`config.mk`:
```
export PLATFORM = sky130hd
export DESIGN_NAME = loop_stepdown_seq
export DESIGN_NICKNAME = d
export VERILOG_FILES = /design/src/rtl/loop_stepdown_seq.sv
export SDC_FILE = /design/constraint.sdc
export NUM_CORES = 1
export LEC_CHECK = 0
export ABC_AREA = 1
export BUFFER_PORTS_ARGS = -buffer_cell sky130_fd_sc_hd__buf_2
export CAP_MARGIN = 20
export CORE_MARGIN = 5
export CORE_UTILIZATION = 55
export DETAILED_ROUTE_END_ITERATION = 8
export PLACE_DENSITY = 0.84
export SYNTH_ARGS = -nofsm -noshare
export SYNTH_HDL_FRONTEND = slang
export SYNTH_SLANG_ARGS = --single-unit
export TNS_END_PERCENT = 1
```
`constraint.sdc`:
```
create_clock -name clk -period 2.2 [get_ports clk]
set_input_delay 0.44 -clock clk [delete_from_list [all_inputs] [get_ports clk]]
set_output_delay 0.44 -clock clk [all_outputs]
set_load 0.01 [all_outputs]
```
`src/rtl/loop_stepdown_seq.sv`:
```
// Step-down converter switch sequencer: dead-time PWM, soft-start duty ramp,
// zero-crossing low-side cutoff and timed overcurrent lockout.
module loop_stepdown_seq #(
    parameter int unsigned DT         = 4,
    parameter int unsigned SS_DIV     = 4,
    parameter int unsigned FAULT_HOLD = 1024
) (
    input  logic       clk,
    input  logic       rst,
    input  logic       CELV,
    input  logic       CELG,
    input  logic       SUB,
    input  logic       en,
    input  logic [7:0] duty,
    input  logic       ocp,
    input  logic       zcd,
    output logic       hs_on,
    output logic       ls_on,
    output logic       ss_done,
    output logic       fault
);

    typedef enum logic [1:0] {IDLE, SOFTSTART, RUN, FAULT} state_t;

    localparam logic [7:0]  DT8       = 8'(DT);
    localparam logic [8:0]  DT9       = 9'(DT);
    localparam logic [7:0]  SS_LAST   = 8'(SS_DIV - 1);
    localparam logic [15:0] HOLD_INIT = 16'(FAULT_HOLD);

    state_t      state, state_nxt;
    logic [7:0]  cnt, cnt_nxt;
    logic [7:0]  d_eff, d_eff_nxt;
    logic [7:0]  div, div_nxt;
    logic [15:0] hold, hold_nxt;
    logic        zflag, zflag_nxt;
    logic        hs_nxt, ls_nxt, ss_nxt, fault_nxt;
    logic [7:0]  d_step;
    logic        boundary;
    logic        rails_unused;

    assign rails_unused = CELV ^ CELG ^ SUB;
    assign boundary     = (cnt == 8'hFF);

    always_ff @(posedge clk) begin
        if (rst) begin
            state   <= IDLE;
            cnt     <= '0;
            d_eff   <= '0;
            div     <= '0;
            hold    <= '0;
            zflag   <= 1'b0;
            hs_on   <= 1'b0;
            ls_on   <= 1'b0;
            ss_done <= 1'b0;
            fault   <= 1'b0;
        end else begin
            state   <= state_nxt;
            cnt     <= cnt_nxt;
            d_eff   <= d_eff_nxt;
            div     <= div_nxt;
            hold    <= hold_nxt;
            zflag   <= zflag_nxt;
            hs_on   <= hs_nxt;
            ls_on   <= ls_nxt;
            ss_done <= ss_nxt;
            fault   <= fault_nxt;
        end
    end

    always_comb begin
        state_nxt = state;
        cnt_nxt   = cnt;
        d_eff_nxt = d_eff;
        div_nxt   = div;
        hold_nxt  = hold;
        zflag_nxt = zflag;
        hs_nxt    = 1'b0;
        ls_nxt    = 1'b0;
        ss_nxt    = ss_done;
        fault_nxt = fault;
        d_step    = (d_eff < duty) ? d_eff + 8'd1 : duty;

        case (state)
            IDLE: begin
                cnt_nxt   = '0;
                ss_nxt    = 1'b0;
                fault_nxt = 1'b0;
                if (en && !ocp) begin
                    state_nxt = SOFTSTART;
                    d_eff_nxt = '0;
                    div_nxt   = '0;
                    zflag_nxt = 1'b0;
                end
            end
            SOFTSTART, RUN: begin
                if (ocp) begin
                    state_nxt = FAULT;
                    cnt_nxt   = '0;
                    hold_nxt  = HOLD_INIT;
                    fault_nxt = 1'b1;
                    ss_nxt    = 1'b0;
                    zflag_nxt = 1'b0;
                end else if (!en) begin
                    state_nxt = IDLE;
                    cnt_nxt   = '0;
                    ss_nxt    = 1'b0;
                    zflag_nxt = 1'b0;
                end else begin
                    cnt_nxt   = cnt + 8'd1;
                    hs_nxt    = (cnt >= DT8) && (cnt < d_eff);
                    // 9-bit compare so d_eff+DT past 255 suppresses the low side
                    ls_nxt    = ({1'b0, cnt} >= ({1'b0, d_eff} + DT9)) && !zflag && !zcd;
                    zflag_nxt = zflag | zcd;
                    if (boundary) begin
                        zflag_nxt = 1'b0;
                        if (state == RUN) begin
                            d_eff_nxt = duty;
                        end else if (div == SS_LAST) begin
                            div_nxt   = '0;
                            d_eff_nxt = d_step;
                            if (d_step == duty) begin
                                state_nxt = RUN;
                                ss_nxt    = 1'b1;
                            end
                        end else begin
                            div_nxt = div + 8'd1;
                        end
                    end
                end
            end
            FAULT: begin
                cnt_nxt = '0;
                // hold==1 here means it reaches 0 on this edge: lockout lasts FAULT_HOLD cycles
                if (hold <= 16'd1) begin
                    if (ocp) begin
                        hold_nxt = HOLD_INIT;
                    end else begin
                        hold_nxt  = '0;
                        fault_nxt = 1'b0;
                        d_eff_nxt = '0;
                        div_nxt   = '0;
                        zflag_nxt = 1'b0;
                        state_nxt = en ? SOFTSTART : IDLE;
                    end
                end else begin
                    hold_nxt = hold - 16'd1;
                end
            end
            default: state_nxt = IDLE;
        endcase
    end

endmodule

```
**Word level (Yosys, flattened, before mapping)**

Cells that the tools add are included.

- Bits of input ports: 16
- ROM bits: 0
- Latch bits: 0
- Memories kept: 0
- Memory bits (writable): 0
- Logic and storage cells: 112
- Output and inout port bits: 4
- Register bits after elaboration: 47

- Magnitude comparators: 5
- Eq/ne operators: 19
- Add/sub/neg operators: 5
- $mul: 0
- Reduce and logical (&&, ||, !) cells: 20
- Shift-type cells: 0
- Bitwise operators: 3
- Muxes and demuxes: 50
- Divide/modulo/power cells: 0

Operator list:

| operator | count |
|---|---|
| 2-to-1 mux 8 bit | 16 |
| case mux 8 bit (3 select lines) | 2 |
| 2-to-1 mux 16 bit | 2 |
| case mux 16 bit (2 select lines) | 1 |
| adder 8 x 1 -> 8 bit (second input constant) | 3 |
| AND reduction 7 bit | 3 |
| 2-to-1 mux 2 bit | 9 |
| less-or-equal comparator 16 x 1 -> 1 bit (second input constant) | 1 |
| < comparator 8 bit | 2 |
| inequality test 2 bit (second input constant) | 8 |
| inequality test 4 bit (second input constant) | 4 |
| case mux 8 bit (2 select lines) | 1 |
| subtractor 16 x 1 -> 16 bit (second input constant) | 1 |
| 2-to-1 mux 1 bit | 14 |
| 2-to-1 mux 11 bit | 1 |
| adder 8 x 3 -> 9 bit (second input constant) | 1 |
| >= comparator 8 x 9 -> 1 bit | 1 |
| == test 8 x 2 -> 1 bit (second input constant) | 1 |
| == test 8 bit | 1 |
| == test 8 bit (second input constant) | 1 |
| >= comparator 8 x 3 -> 1 bit (second input constant) | 1 |
| case mux 1 bit (3 select lines) | 2 |
| case mux 2 bit (3 select lines) | 1 |
| AND reduction 3 bit | 2 |
| 14 further kinds | 23 |

**Longest topological paths before layout**

- Depth in word-level cells: 10
- Depth in mapped cells: 17

**Least setup slack after synthesis**

Ideal clock, no wire load.

- Path kind: input to register
- Start point: in duty[7]
- End point: reg state[0]
- Data required time: 2.087 ns
- Cell stages on the path: 14
- Setup time: 0.113 ns
- Data arrival time: 1.917 ns
- Buffers on the path: 1
- Path slack: 0.170 ns
- Cells stage by stage: inv_1 > ha_1 > a21oi_1 > o21a_1 > clkbuf_1 > nand4_1 > nand2_1 > nor2_1 > nand3_1 > nand2_1 > nand2_1 > nand2_1 > nand2_1 > nor2_1

- Longest elaborated chain between the ends: 5

Ends and longest elaborated chain:

| what | line | RTL |
|---|---|---|
| start: declaration | 14 | `input logic [7:0] duty,` |
| < comparator 8 bit | 81 | `d_step = (d_eff < duty) ? d_eff + 8'd1 : duty;` |
| 2-to-1 mux 8 bit | 81 |  |
| == test 8 bit (*) | 121 | `if (d_step == duty) begin` |
| inequality test 4 bit (no line) (*) | - |  |
| AND reduction 7 bit (no line) (*) | - |  |
| end signal: assignment | 57 | `state <= state_nxt;` |
| end: declaration | 30 | `state_t state, state_nxt;` |

Mark *: on every way between the ends. The rest lies on a longest branch, timed or not.
A chain may end at the register's enable or synchronous reset.

**Worst setup path in the final report**

- Start point: reg state[1]
- End point: reg d_eff[7]

- Longest elaborated chain between the ends: 6
- Elaborated cells between the ends (all ways): 18

Ends and longest elaborated chain:

| what | line | RTL |
|---|---|---|
| == test 2 bit | 83, 116 |  |
| 2-to-1 mux 8 bit | 116 | `if (state == RUN) begin` |
| 2-to-1 mux 8 bit | 114 | `if (boundary) begin` |
| 2-to-1 mux 8 bit | 103 | `end else if (!en) begin` |
| 2-to-1 mux 8 bit | 96 | `if (ocp) begin` |
| case mux 8 bit (3 select lines) | 83 | `case (state)` |
| end signal: assignment | 59 | `d_eff <= d_eff_nxt;` |
| end: declaration | 32 | `logic [7:0] d_eff, d_eff_nxt;` |

Several ways; a longest one is shown, not always the timed one. The select of a mux whose other input is x is not followed.

==> flow_metrics.env <==
export IMPL_synth_top_area_share_pct=28.57
export IMPL_portBuffers=16
export IMPL_drtIter0Drc=135
export IMPL_clkTransAtPathRegs_ns=0.09
export IMPL_outcome="completed"
export IMPL_path_max_fanout=6
export IMPL_syn_avg_cell_area_um2=6.790
export IMPL_htree_levels=2
export IMPL_tightestPinTransition_ns=0.5052
export IMPL_cp_start_kind="flop"
export IMPL_async_flop_share_pct=0
export IMPL_drtAntennaViolNets=0
export IMPL_remaining_drc_errors=0
export IMPL_die_x_um=87.38
export IMPL_synth_most_common_cell="nand2_1"
export IMPL_holdBufCountCts=0
export IMPL_synth_commonest_cells="nand2_1 (82), nor2_1 (81), inv_1 (66), dfxtp_1 (47)"
export IMPL_avgViaCountPerCell=5.258
export IMPL_reg2reg_slack_ns=0.16
export IMPL_peakVddDrop_mv=0.9272
export IMPL_power_share_sequential_pct=32.0
export IMPL_grt_first_pass_wirelength_um=12880
export IMPL_internal_power_mw=2.028
export IMPL_die_h_um=87.38
export IMPL_rows=28
export IMPL_cts_tree="yes"
export IMPL_synth_seq_area_share_pct=28.57
export IMPL_switching_power_mw=1.656
export IMPL_vias=3118
export IMPL_fin_nets=565
export IMPL_n_fill_cell=519
export IMPL_area_growth_synth_to_final_pct=11.44
export IMPL_slew_headroom_pct=66.01
export IMPL_firstDrtPassIters=4
export IMPL_initial_utilization_pct=55.95
export IMPL_synthCells=485
export IMPL_place_ws_ns=-0.03417
export IMPL_worst_path_largest_cell_delay_ns=0.40
export IMPL_utilization_pct=62.35
export IMPL_finalClockSkew_ns=0.009536
export IMPL_numClockSinks=47
export IMPL_routabilityCongestion=0.8591
export IMPL_power_switching_share_pct=44.96
export IMPL_die_area_mm2=0.007635
export IMPL_core_area_mm2=0.005886
export IMPL_layout_drive_gt1_share_pct=13.71
export IMPL_grt_usage_pct=20.56
export IMPL_synth_main_ff_cell="dfxtp_1"
export IMPL_clockPowerShare_pct=15.0
export IMPL_critPathArrivalTime_ns=2.28
export IMPL_combPwrFrac_pct=53.0
export IMPL_end_kind="flop"
export IMPL_slowest_stage="dfxtp_1"
export IMPL_setup_ws_ns=0.1609
export IMPL_p_leak_nw=1.672
export IMPL_maxCapViolCount=0
export IMPL_crit_required_ns=2.44
export IMPL_grt_max_degree=17
export IMPL_gr_total_overflow=0
export IMPL_slew_violations=0
export IMPL_wl_per_cell_um=12.16
export IMPL_cts_root_buf="clkbuf_8"
export IMPL_yosysWarnings=0
export IMPL_syn_area_mm2=0.003293
export IMPL_wl_um=7212
export IMPL_n_antenna_cell=0
export IMPL_critical_path_class="flop to flop"
export IMPL_rsz0062_at_grt="yes"
export IMPL_fin_crit_ns=2.039
export IMPL_ys_types=37
export IMPL_cts_path_max_buffers=2
export IMPL_yosys_area_top_type="dfxtp_1"
export IMPL_place_hpwl_um=5642
export IMPL_crit_top_cell="inv_1"
export IMPL_finalSetupViolations=0
export IMPL_synth_edf_count=0
export IMPL_crit_chain="inv_1, ha_1, inv_1, nor2_2, nand3b_1, nor2_1, inv_1, nor2_1, o211ai_1, a21oi_1"
export IMPL_min_period_over_period_pct=92.69
export IMPL_hold_viol_final=0
export IMPL_fin_area_mm2=0.003670
export IMPL_clk_latency_ns=0.30
export IMPL_synth_seq_cells=47
export IMPL_antenna_found_initial=0
export IMPL_pin_count=20
export IMPL_synth_fp_nets=533
export IMPL_cts_buffers=5
export IMPL_p_per_area_mw_per_mm2=1004
export IMPL_ys_top_cells_by_area="dfxtp_1 (29%), ha_1 (12%), nand2_1 (9.3%)"
export IMPL_max_freq_ghz=0.4904
export IMPL_hold_path_class="primary input to flop"
export IMPL_grt_pass1_vias=3064
export IMPL_dpl_cell_area_mm2=0.003553
==> cell type report <==
class	count	area, um^2	share of cell area [%]
Tap cell	75	93.84	2.557
Clock buffer	7	86.33	2.353
Clock inverter	1	8.758	0.2387
Inverter	70	265.3	7.228
Multi-Input combinational cell	360	2061	56.15
Sequential cell	47	947.2	25.81
Timing Repair Buffer	33	207.7	5.660
==> per-stage QoR <==
stage          std cells  TNS (ns)  hold slack [ns]  power, mW
3_5_place_dp         584  -0.06566           0.4422      3.104
6_report             593         0           0.4157      3.684
4_1_cts              592         0           0.4051      3.669
5_1_grt              593  -0.02530           0.4322      4.052
3_3_place_gp         584         0           0.4287      3.037
2_1_floorplan        485         0           0.4173      2.659
==> timing repair <==
| action | CTS | global route |
|---|---|---|
| endpoints found under the setup margin | 0 | 14 |
| buffers inserted | 0 | 1 |
| gates resized for setup | 0 | 9 |
==> worst paths after layout <==
kind	start	to	cells past startpoint
setup / recovery	state[1]	d_eff[7]	10
hold / removal	zcd	ls_on	4
setup reg to reg	state[1]	d_eff[7]	10
hold reg to reg	cnt[0]	cnt[0]	1
==> sequential cells by signal (all words and copies together), names as in the netlist <==
name / flops
ss_done: 1
div: 8
ls_on: 1
state: 2
d_eff: 8
fault: 1
hs_on: 1
zflag: 1
hold: 16
cnt: 8
==> power by group through the flow <==
stage / clock network (mW) / registers, mW / logic [mW]
2_1_floorplan: 0 / 1.17 / 1.49
3_3_place_gp: 0 / 1.18 / 1.85
3_5_place_dp: 0 / 1.19 / 1.91
4_1_cts: 0.571 / 1.17 / 1.92
5_1_grt: 0.603 / 1.20 / 2.25
6_report: 0.551 / 1.18 / 1.95
==> logic make-up after synthesis <==
kind of cell / count (synthesis) / synth area share, %
adder cells (fa/ha/maj): 32 / 12.16
flip-flops: 47 / 28.57
buffers and inverters: 78 / 9.081
AND/OR/NAND/NOR: 237 / 32.52
AO/OA/AOI/OAI: 70 / 12.08
XOR/XNOR: 21 / 5.585
==> cells in the final DEF (no fill, tap or decap), drive strengths merged <==
master	count
a31oi	3
a21oi	32
nor3	19
buf	33
clkinv	1
nand2	88
a211oi	1
a31o	1
nor3b	1
xnor2	5
nor4	5
o21a	1
clkbuf	7
xor2	16
nor2	85
o31ai	1
nand3	21
ha	32
nand4	15
o21ba	1
inv	70
o21ai	26
o211ai	1
dfxtp	47
o21bai	2
o22ai	1
nand3b	3
==> critical path, delay by kind of cell, from the launching register on <==
| family | cells | cell delay (ns) |
|---|---|---|
| fa+ha+maj | 1 | 0.34 |
| flops | 1 | 0.40 |
| compound gates | 2 | 0.28 |
| buf+inv | 3 | 0.35 |
| simple gates | 4 | 0.60 |
==> layer usage <==
metal  wire [um]  GRT usage [%]
met3         229          3.690
met2        3469          35.27
met1        3377          25.23
met5           0              0
met4         135          8.229
Power figures use the tool's default switching activity.
